--- config.mk ---
export PLATFORM = sky130hd
export DESIGN_NAME = seg7_scan_decoder
export DESIGN_NICKNAME = d
export VERILOG_FILES = /design/src/rtl/seg7_pkg.sv /design/src/rtl/seg7_pattern_decode.sv /design/src/rtl/seg7_scan_decoder.sv
export SDC_FILE = /design/constraint.sdc
export NUM_CORES = 1
export LEC_CHECK = 0
export CAP_MARGIN = 20
export CORE_MARGIN = 2
export CORE_UTILIZATION = 35
export CTS_CLUSTER_DIAMETER = 60
export DETAILED_ROUTE_END_ITERATION = 7
export PLACE_DENSITY_LB_ADDON = 0.1
export SYNTH_ARGS = -nofsm -noshare
export SYNTH_HDL_FRONTEND = slang
export SYNTH_SLANG_ARGS = --single-unit
export TNS_END_PERCENT = 20
--- constraint.sdc ---
create_clock -name clk -period 3.5 [get_ports clk]
set_input_delay 0.35 -clock clk [delete_from_list [all_inputs] [get_ports clk]]
set_output_delay 0.35 -clock clk [all_outputs]
set_load 0.02 [all_outputs]
--- src/rtl/seg7_pkg.sv ---
// Shared seven-segment definitions: hex glyphs (active-high {g,f,e,d,c,b,a}),
// the blank pattern and the scan-decoder FSM states.
package seg7_pkg;

  localparam logic [6:0] GLYPH_0 = 7'b0111111;
  localparam logic [6:0] GLYPH_1 = 7'b0000110;
  localparam logic [6:0] GLYPH_2 = 7'b1011011;
  localparam logic [6:0] GLYPH_3 = 7'b1001111;
  localparam logic [6:0] GLYPH_4 = 7'b1100110;
  localparam logic [6:0] GLYPH_5 = 7'b1101101;
  localparam logic [6:0] GLYPH_6 = 7'b1111101;
  localparam logic [6:0] GLYPH_7 = 7'b0000111;
  localparam logic [6:0] GLYPH_8 = 7'b1111111;
  localparam logic [6:0] GLYPH_9 = 7'b1100111;
  localparam logic [6:0] GLYPH_A = 7'b1110111;
  localparam logic [6:0] GLYPH_B = 7'b1111100;
  localparam logic [6:0] GLYPH_C = 7'b1011000;
  localparam logic [6:0] GLYPH_D = 7'b1011110;
  localparam logic [6:0] GLYPH_E = 7'b1111001;
  localparam logic [6:0] GLYPH_F = 7'b1110001;

  localparam logic [6:0] SEG_BLANK = 7'b0000000;

  typedef enum logic {
    COLLECT,
    HOLD
  } scan_state_t;

endpackage

--- src/rtl/seg7_pattern_decode.sv ---
// Maps an active-high seven-segment pattern back to its hex nibble; anything
// that is not one of the sixteen glyphs (blank included) reports legal=0.
module seg7_pattern_decode
  import seg7_pkg::*;
(
  input  logic [6:0] pattern,
  output logic [3:0] nibble,
  output logic       legal
);

  always_comb begin
    nibble = 4'h0;
    legal  = 1'b1;
    case (pattern)
      GLYPH_0: nibble = 4'h0;
      GLYPH_1: nibble = 4'h1;
      GLYPH_2: nibble = 4'h2;
      GLYPH_3: nibble = 4'h3;
      GLYPH_4: nibble = 4'h4;
      GLYPH_5: nibble = 4'h5;
      GLYPH_6: nibble = 4'h6;
      GLYPH_7: nibble = 4'h7;
      GLYPH_8: nibble = 4'h8;
      GLYPH_9: nibble = 4'h9;
      GLYPH_A: nibble = 4'hA;
      GLYPH_B: nibble = 4'hB;
      GLYPH_C: nibble = 4'hC;
      GLYPH_D: nibble = 4'hD;
      GLYPH_E: nibble = 4'hE;
      GLYPH_F: nibble = 4'hF;
      default: legal  = 1'b0;
    endcase
  end

endmodule

--- src/rtl/seg7_scan_decoder.sv ---
// Samples a multiplexed active-low seven-segment bus, captures each digit once
// its pattern has been stable long enough, and delivers the assembled word.
module seg7_scan_decoder
  import seg7_pkg::*;
#(
  parameter int NUM_DIGITS    = 4,
  parameter int STABLE_CYCLES = 4
) (
  input  logic                    clk,
  input  logic                    rst_n,
  input  logic [6:0]              seg_n,
  input  logic [NUM_DIGITS-1:0]   an_n,
  output logic [4*NUM_DIGITS-1:0] word,
  output logic [NUM_DIGITS-1:0]   digit_err,
  output logic                    word_valid,
  input  logic                    word_ready,
  output logic                    overrun
);

  localparam logic [7:0] CAP_AT = 8'(STABLE_CYCLES - 1);

  scan_state_t             state;
  logic [6:0]              seg_q, seg_p;
  logic [NUM_DIGITS-1:0]   an_q, an_p;
  logic                    sel_legal, sel_legal_p, restart, capture;
  logic [7:0]              cnt;
  logic [3:0]              nibble;
  logic                    glyph_ok;
  logic [4*NUM_DIGITS-1:0] work_word, cap_word;
  logic [NUM_DIGITS-1:0]   work_err, cap_err, seen, cap_seen;

  seg7_pattern_decode u_decode (
    .pattern (~seg_q),
    .nibble  (nibble),
    .legal   (glyph_ok)
  );

  // Capture fires on the increment that brings the run length to STABLE_CYCLES;
  // a saturated counter never equals CAP_AT again, so long dwells capture once.
  always_comb begin
    sel_legal = $onehot(~an_q);
    restart   = !sel_legal_p || (an_q != an_p) || (seg_q != seg_p);
    capture   = sel_legal && !restart && (cnt == CAP_AT);
    cap_word  = work_word;
    cap_err   = work_err;
    cap_seen  = seen;
    for (int i = 0; i < NUM_DIGITS; i++) begin
      if (!an_q[i]) begin
        cap_word[4*i +: 4] = nibble;
        cap_err[i]         = !glyph_ok;
        cap_seen[i]        = 1'b1;
      end
    end
  end

  always_ff @(posedge clk or negedge rst_n) begin
    if (!rst_n) begin
      seg_q       <= ~SEG_BLANK;
      an_q        <= '1;
      seg_p       <= ~SEG_BLANK;
      an_p        <= '1;
      sel_legal_p <= 1'b0;
      cnt         <= 8'd0;
    end else begin
      seg_q       <= seg_n;
      an_q        <= an_n;
      seg_p       <= seg_q;
      an_p        <= an_q;
      sel_legal_p <= sel_legal;
      if (!sel_legal)
        cnt <= 8'd0;
      else if (restart)
        cnt <= 8'd1;
      else if (cnt != 8'hFF)
        cnt <= cnt + 8'd1;
    end
  end

  always_ff @(posedge clk or negedge rst_n) begin
    if (!rst_n) begin
      state      <= COLLECT;
      word       <= '0;
      digit_err  <= '0;
      word_valid <= 1'b0;
      overrun    <= 1'b0;
      seen       <= '0;
      work_word  <= '0;
      work_err   <= '0;
    end else begin
      overrun <= 1'b0;
      case (state)
        COLLECT: begin
          if (capture) begin
            work_word <= cap_word;
            work_err  <= cap_err;
            if (&cap_seen) begin
              word       <= cap_word;
              digit_err  <= cap_err;
              word_valid <= 1'b1;
              seen       <= '0;
              state      <= HOLD;
            end else begin
              seen <= cap_seen;
            end
          end
        end
        HOLD: begin
          if (capture)
            overrun <= 1'b1;
          if (word_ready) begin
            word_valid <= 1'b0;
            state      <= COLLECT;
          end
        end
        default: state <= COLLECT;
      endcase
    end
  end

endmodule

# --- Yosys cells after proc, flatten, opt, wreduce, memory -nomap -nowiden ---
# Cells that the tools add are included.
word_totals:
  elab_cells: 86
  ff_bits: 78
  in_bits: 14
  output_inout_bits: 22
classes:
  reduce_logical: 12
  bitwise: 3
  mux: 28
  eq_ne: 25
  n_addsub: 4
op_table:
  columns: ["operator", "n"]
  rows:
  - ["$eq 7x7->1 const B", 13]
  - ["$pmux 4 s15", 1]
  - ["$mux 8", 3]
  - ["$mux 4", 5]
  - ["$mux 1", 17]
  - ["$reduce_or 16->1", 1]
  - ["$eq 7x3->1 const B", 2]
  - ["$add 8x1->8 const B", 1]
  - ["$eq 8x2->1 const B", 1]
  - ["$ne 8x8->1 const B", 1]
  - ["$eq 7x6->1 const B", 1]
  - ["$ne 7x7->1", 1]
  - ["$not 7->7", 1]
  - ["$ne 2x2->1 const B", 3]
  - ["$reduce_and 6->1", 1]
  - ["$add 1x1->2", 2]
  - ["$ne 4x4->1", 1]
  - ["$not 4->4", 1]
  - ["$pmux 1 s2", 2]
  - ["$reduce_and 4->1", 1]
  - ["$add 2x2->3", 1]
  - ["$eq 3x1->1 const B", 1]
  - ["$logic_not 1->1", 3]
  - ["$ne 3x1->1 const B", 1]
  - ["5 further kinds", 7]

# --- Longest topological paths before layout ---
depth:
  depth_word: 8
  depth_mapped: 10
  ltp_nobuf: 9

# --- Hierarchy ---
# A second synthesis with hierarchy kept.
hier_totals:
  cells_unflattened: 306
  hier_area_um2: 3783.6
modules_own_cells:
  columns: ["module", "seq_area_each_um2", "cells_each", "area_each_um2", "instances"]
  rows:
  - ["seg7_scan_decoder", 1979.4, 248, 3394.5, 1]
  - ["seg7_pattern_decode", 0.0, 58, 389.1, 1]

# --- Worst setup path before layout ---
# Ideal clock, no wire load.
synth_timing:
  path_type: "register to register"
  start: "register an_q[1]"
  end: "register work_err[3]"
  arrival_time_ns: 3.016
  n_path_buf: 1
  setup_slack_ns: 0.359
  required_ns: 3.375
  period_less_slack_ns: 3.141
  path_stages_with_launch: 11
  setup_time_ns: 0.125
  path_cell_list: "dfstp_2 fa_1 inv_1 ha_1 ha_1 or3b_2 nor4_4 nand4_4 buf_6 nor2_8 mux2_2"
synth_between:
  elab_chain_cells: 7
  elab_cells_between_ends: 11
  cone_classes: "add/sub (2); eq/ne (2); bitwise (1); reduce/logical (6)"
synth_rtl:
  columns: ["item", "line", "rtl"]
  rows:
  - ["start: declaration", "seg7_scan_decoder.sv:24", "logic [NUM_DIGITS-1:0] an_q, an_p;"]
  - ["start signal: assignment", "seg7_scan_decoder.sv:66", "an_q <= an_n;"]
  - ["$not 4->4 / $ne 4x4->1 (equally long branches)", "seg7_scan_decoder.sv:41, seg7_scan_decoder.sv:42", null]
  - ["$add 1x1->2 (not written as such) / $logic_or 1x1->1 (equally long branches)", "seg7_scan_decoder.sv:41, seg7_scan_decoder.sv:42", null]
  - ["$add 2x2->3 (not written as such) / $logic_or 1x1->1 (equally long branches)", "seg7_scan_decoder.sv:41, seg7_scan_decoder.sv:42", null]
  - ["$eq 3x1->1 / $logic_not 1->1 (equally long branches)", "seg7_scan_decoder.sv:41, seg7_scan_decoder.sv:43", null]
  - ["$logic_and 1x1->1 (*) (2 in a row)", "seg7_scan_decoder.sv:43", "capture = sel_legal && !restart && (cnt == CAP_AT);"]
  - ["$reduce_and 2->1 (no source line) (*)", null, null]
  - ["end signal: assignment", "seg7_scan_decoder.sv:95", "work_err <= cap_err;"]
  - ["end: declaration", "seg7_scan_decoder.sv:30", "logic [NUM_DIGITS-1:0] work_err, cap_err, seen, cap_seen;"]
# Mark *: on every way between the ends. The rest lies on a longest branch, timed or not.
# A chain may end at the register's enable or synchronous reset.

# --- Worst setup path in the final report ---
layout_timing:
  start: "register an_q[0]"
  end: "register work_word[9]"
layout_between:
  elab_chain_cells: 7
  elab_cells_between_ends: 11
  cone_classes: "add/sub (2); eq/ne (2); bitwise (1); reduce/logical (6)"
layout_rtl:
  columns: ["item", "line", "rtl"]
  rows:
  - ["$not 4->4 / $ne 4x4->1 (equally long branches)", "seg7_scan_decoder.sv:41, seg7_scan_decoder.sv:42", null]
  - ["$add 1x1->2 (not written as such) / $logic_or 1x1->1 (equally long branches)", "seg7_scan_decoder.sv:41, seg7_scan_decoder.sv:42", null]
  - ["$add 2x2->3 (not written as such) / $logic_or 1x1->1 (equally long branches)", "seg7_scan_decoder.sv:41, seg7_scan_decoder.sv:42", null]
  - ["$eq 3x1->1 / $logic_not 1->1 (equally long branches)", "seg7_scan_decoder.sv:41, seg7_scan_decoder.sv:43", null]
  - ["$logic_and 1x1->1 (*) (2 in a row)", "seg7_scan_decoder.sv:43", null]
  - ["$reduce_and 2->1 (no source line) (*)", null, null]
  - ["end signal: assignment", "seg7_scan_decoder.sv:94", "work_word <= cap_word;"]
  - ["end: declaration", "seg7_scan_decoder.sv:29", "logic [4*NUM_DIGITS-1:0] work_word, cap_word;"]
# Marks and branches as above.

==> reports/summary.txt <==
Static Leak: 1.95 nW
Post-layout minimum cycle time: 3.26 ns
Routability cong.: 0.758
Post-synthesis cell type count: 60
Cell mode on critical path: ha_1
Gate count of the mapped netlist: 322
Reg2reg end: work_word[9]
Resize count post-CTS: 0
Crit Path Category: flop to flop
Syn nets: 340
Status: completed
Layout fillers: 1067
Setup TNS: 0 ns
CP Cell Sequence: fa_1 -> inv_1 -> ha_1 -> ha_1 -> or3b_2 -> nor4_4 -> nand4_4 -> nor2_4 -> mux2_2
Psw: 0.000439 W
TritonCTS buffer count: 9
# Post-CTS Setup Buffers: 0
Setup crit start kind: flop
Final setup viols: 0
Internal Power: 0.00132 W
TritonCTS clock tree: built
Remaining antenna violation count after routing: 0
DRT Wirelength: 8280 um
Top delay family on crit path: simple AND/OR/NAND/NOR gates
Vias in the first global route: 2466
Post-synth top area cell: dfrtp_1
Final hold violations: 0
Logic gate share of total power: 7.6%
Pin count of the biggest net entering global routing: 79
Cts hold-fix bufs: 0
Via count: 2557
Slew @ Worst Pin: 0.989 ns
Avg WL per Cell: 16.5 um
Io pins: 36
Seq pwr share: 54.2%
Final instance area: 4500 um2
Synth Flop Type: dfrtp_1
Share of layout cells above drive strength 1: 25.4%
Synth Register Bits: 78
Chip width: 108 um
Clock power share: 38.1%
Crit path depth: 9
Share of the synthesized area in the top cell type: 36.7%
GRT Total Usage: 15.8%
RSZ-0062 raised after global routing: false
Setup crit end: work_word[9]
Fmax: 307 MHz
VDD IR max: 194 uV
Launch point of the critical path: an_q[0]
Fin nets: 375
Pwr Density: 391 nW/um2
R2R depth: 9
Highest-delay cell along the critical path: fa_1
Root Buffer: clkbuf_8
DIE AREA: 11800 um2
Clk buf depth: 2
Vias per cell: 5.09
TritonCTS Sinks: 78
Clk Latency, worst-skew pair: 0.36 ns
Initial DRC count: 95
Max FO, Critical Path: 6
Number of synthesized flops with an enable pin: 0
Worst min path class: input pin to async pin
Port bufs: 35
Yosys warns: 0
Sw frac: 24.9%
Inserted Diodes: 0
Post-DP HPWL: 5610 um
CTS HTree Levels: 3
Register area share after synthesis: 51.8%
Critical Path RT: 3.75 ns
Die H: 108 um
# rows: 38
Synthesized cell area: 3820 um2
Final Skew: 0.0101 ns
Reg-to-reg startpoint: an_q[0]
Buf/Inv on CP: 1
First-pass GRT wire length: 13800 um
DRC Markers: 0
Setup WS post-layout: 0.238 ns
Count leader, synth: dfrtp_1
FF-to-FF setup slack: 0.24 ns
Critical path endpoint category: flop
Starting Density: 35.5%
Most common library cells after synthesis: dfrtp_1, mux2_2, dfstp_2, inv_1, mux2i_1
Area after DPL: 4310 um2
DR pass1 iterations: 4
Synth area leaders: dfrtp_1, dfstp_2, mux2_2
Crit path DAT: 3.51 ns
Grt total ovfl: 0
Area grow syn2layout: 17.9%
Post-Place Worst Slack: 0.180 ns
Max cap viols: 0
Synthesized area per cell: 11.9 um2
Core Area: 10700 um2
Max-slew violations: 0
Fin crit share: 93.2%
Critical path's largest stage delay: 0.53 ns
Initial antenna violation count: 0
Async set-reset flop share out of synthesis: 100%
Slew margin rel.: 34.1%
Clk pin slew, worst setup/hold paths: 0.08 ns
## worst min path at each step
stage	endpoint	slack, ns
finish	cnt[7]	0.15
global route	work_err[0]	0.24
CTS	overrun	0.19
detailed placement	seg_p[6]	0.44
global placement	seg_p[6]	0.44
floorplan	cnt[0]	0.05
## state kept, by name, indices dropped and copies added, names as in the netlist
name,cells
word,16
work_err,4
seg_q,7
work_word,16
cnt,8
overrun,1
an_p,4
an_q,4
sel_legal_p,1
digit_err,4
seg_p,7
word_valid,1
seen,4
state,1
## metal layers
layer | wire [um] | track usage, % | share of wire [%]
met5 | 0 | 0 | 0
met2 | 3590 | 22.3 | 43
met1 | 4230 | 23.4 | 51
met3 | 310 | 2.83 | 3.7
met4 | 145 | 7.14 | 1.8
## cell families after synthesis
| group | Yosys count | share of synthesized area [%] |
|---|---|---|
| AO/OA/AOI/OAI | 62 | 12.4 |
| multiplexers | 39 | 11.0 |
| XOR/XNOR | 15 | 3.44 |
| flip-flops | 78 | 51.8 |
| buffers and inverters | 40 | 4.82 |
| AND/OR/NAND/NOR | 84 | 15.0 |
| adder cells (fa/ha/maj) | 4 | 1.51 |
## power by group through the flow
stage / clock network, W / logic [W] / registers [W]
floorplan: 0 / 0.0000889 / 0.000957
global placement: 0 / 0.000137 / 0.000971
detailed placement: 0 / 0.000137 / 0.000972
CTS: 0.000696 / 0.000137 / 0.000955
global route: 0.000743 / 0.000152 / 0.000959
finish: 0.000671 / 0.000134 / 0.000955
## stage by stage
step,cells,power [W],hold slack [ns],util (%)
2_1_floorplan,322,0.00105,0.0544,-
3_3_place_gp,486,0.00111,0.444,40.1
3_5_place_dp,486,0.00111,0.445,40.1
4_1_cts,502,0.00179,0.185,41.9
5_1_grt,502,0.00185,0.235,41.9
6_report,502,0.00176,0.154,41.9
## final cells by class
class / instances / area (um2) / area share [%]
repair buffers: 42 / 413 / 9.17
well taps: 140 / 175 / 3.89
clock inverters: 2 / 12.5 / 0.278
clock buffers: 14 / 183 / 4.06
flip-flops and latches: 78 / 1980 / 44.0
inverters: 22 / 82.6 / 1.83
multi-input cells: 204 / 1660 / 36.8
## placed cells by master, fill, tap and decap left out, drive strengths merged, types with 4 or more instances in the layout
cell,n
clkbuf,14
dfstp,22
nor4,6
nand3,5
dfrtp,56
nor2,14
inv,24
mux2i,15
mux2,24
a21oi,5
a211oi,5
xor2,13
o22a,4
o21ai,10
o31ai,10
nand2b,9
nor3b,6
and3,5
nand2,12
nor3,5
clkdlybuf4s50,34
buf,8
Power figures use the tool's default switching activity.
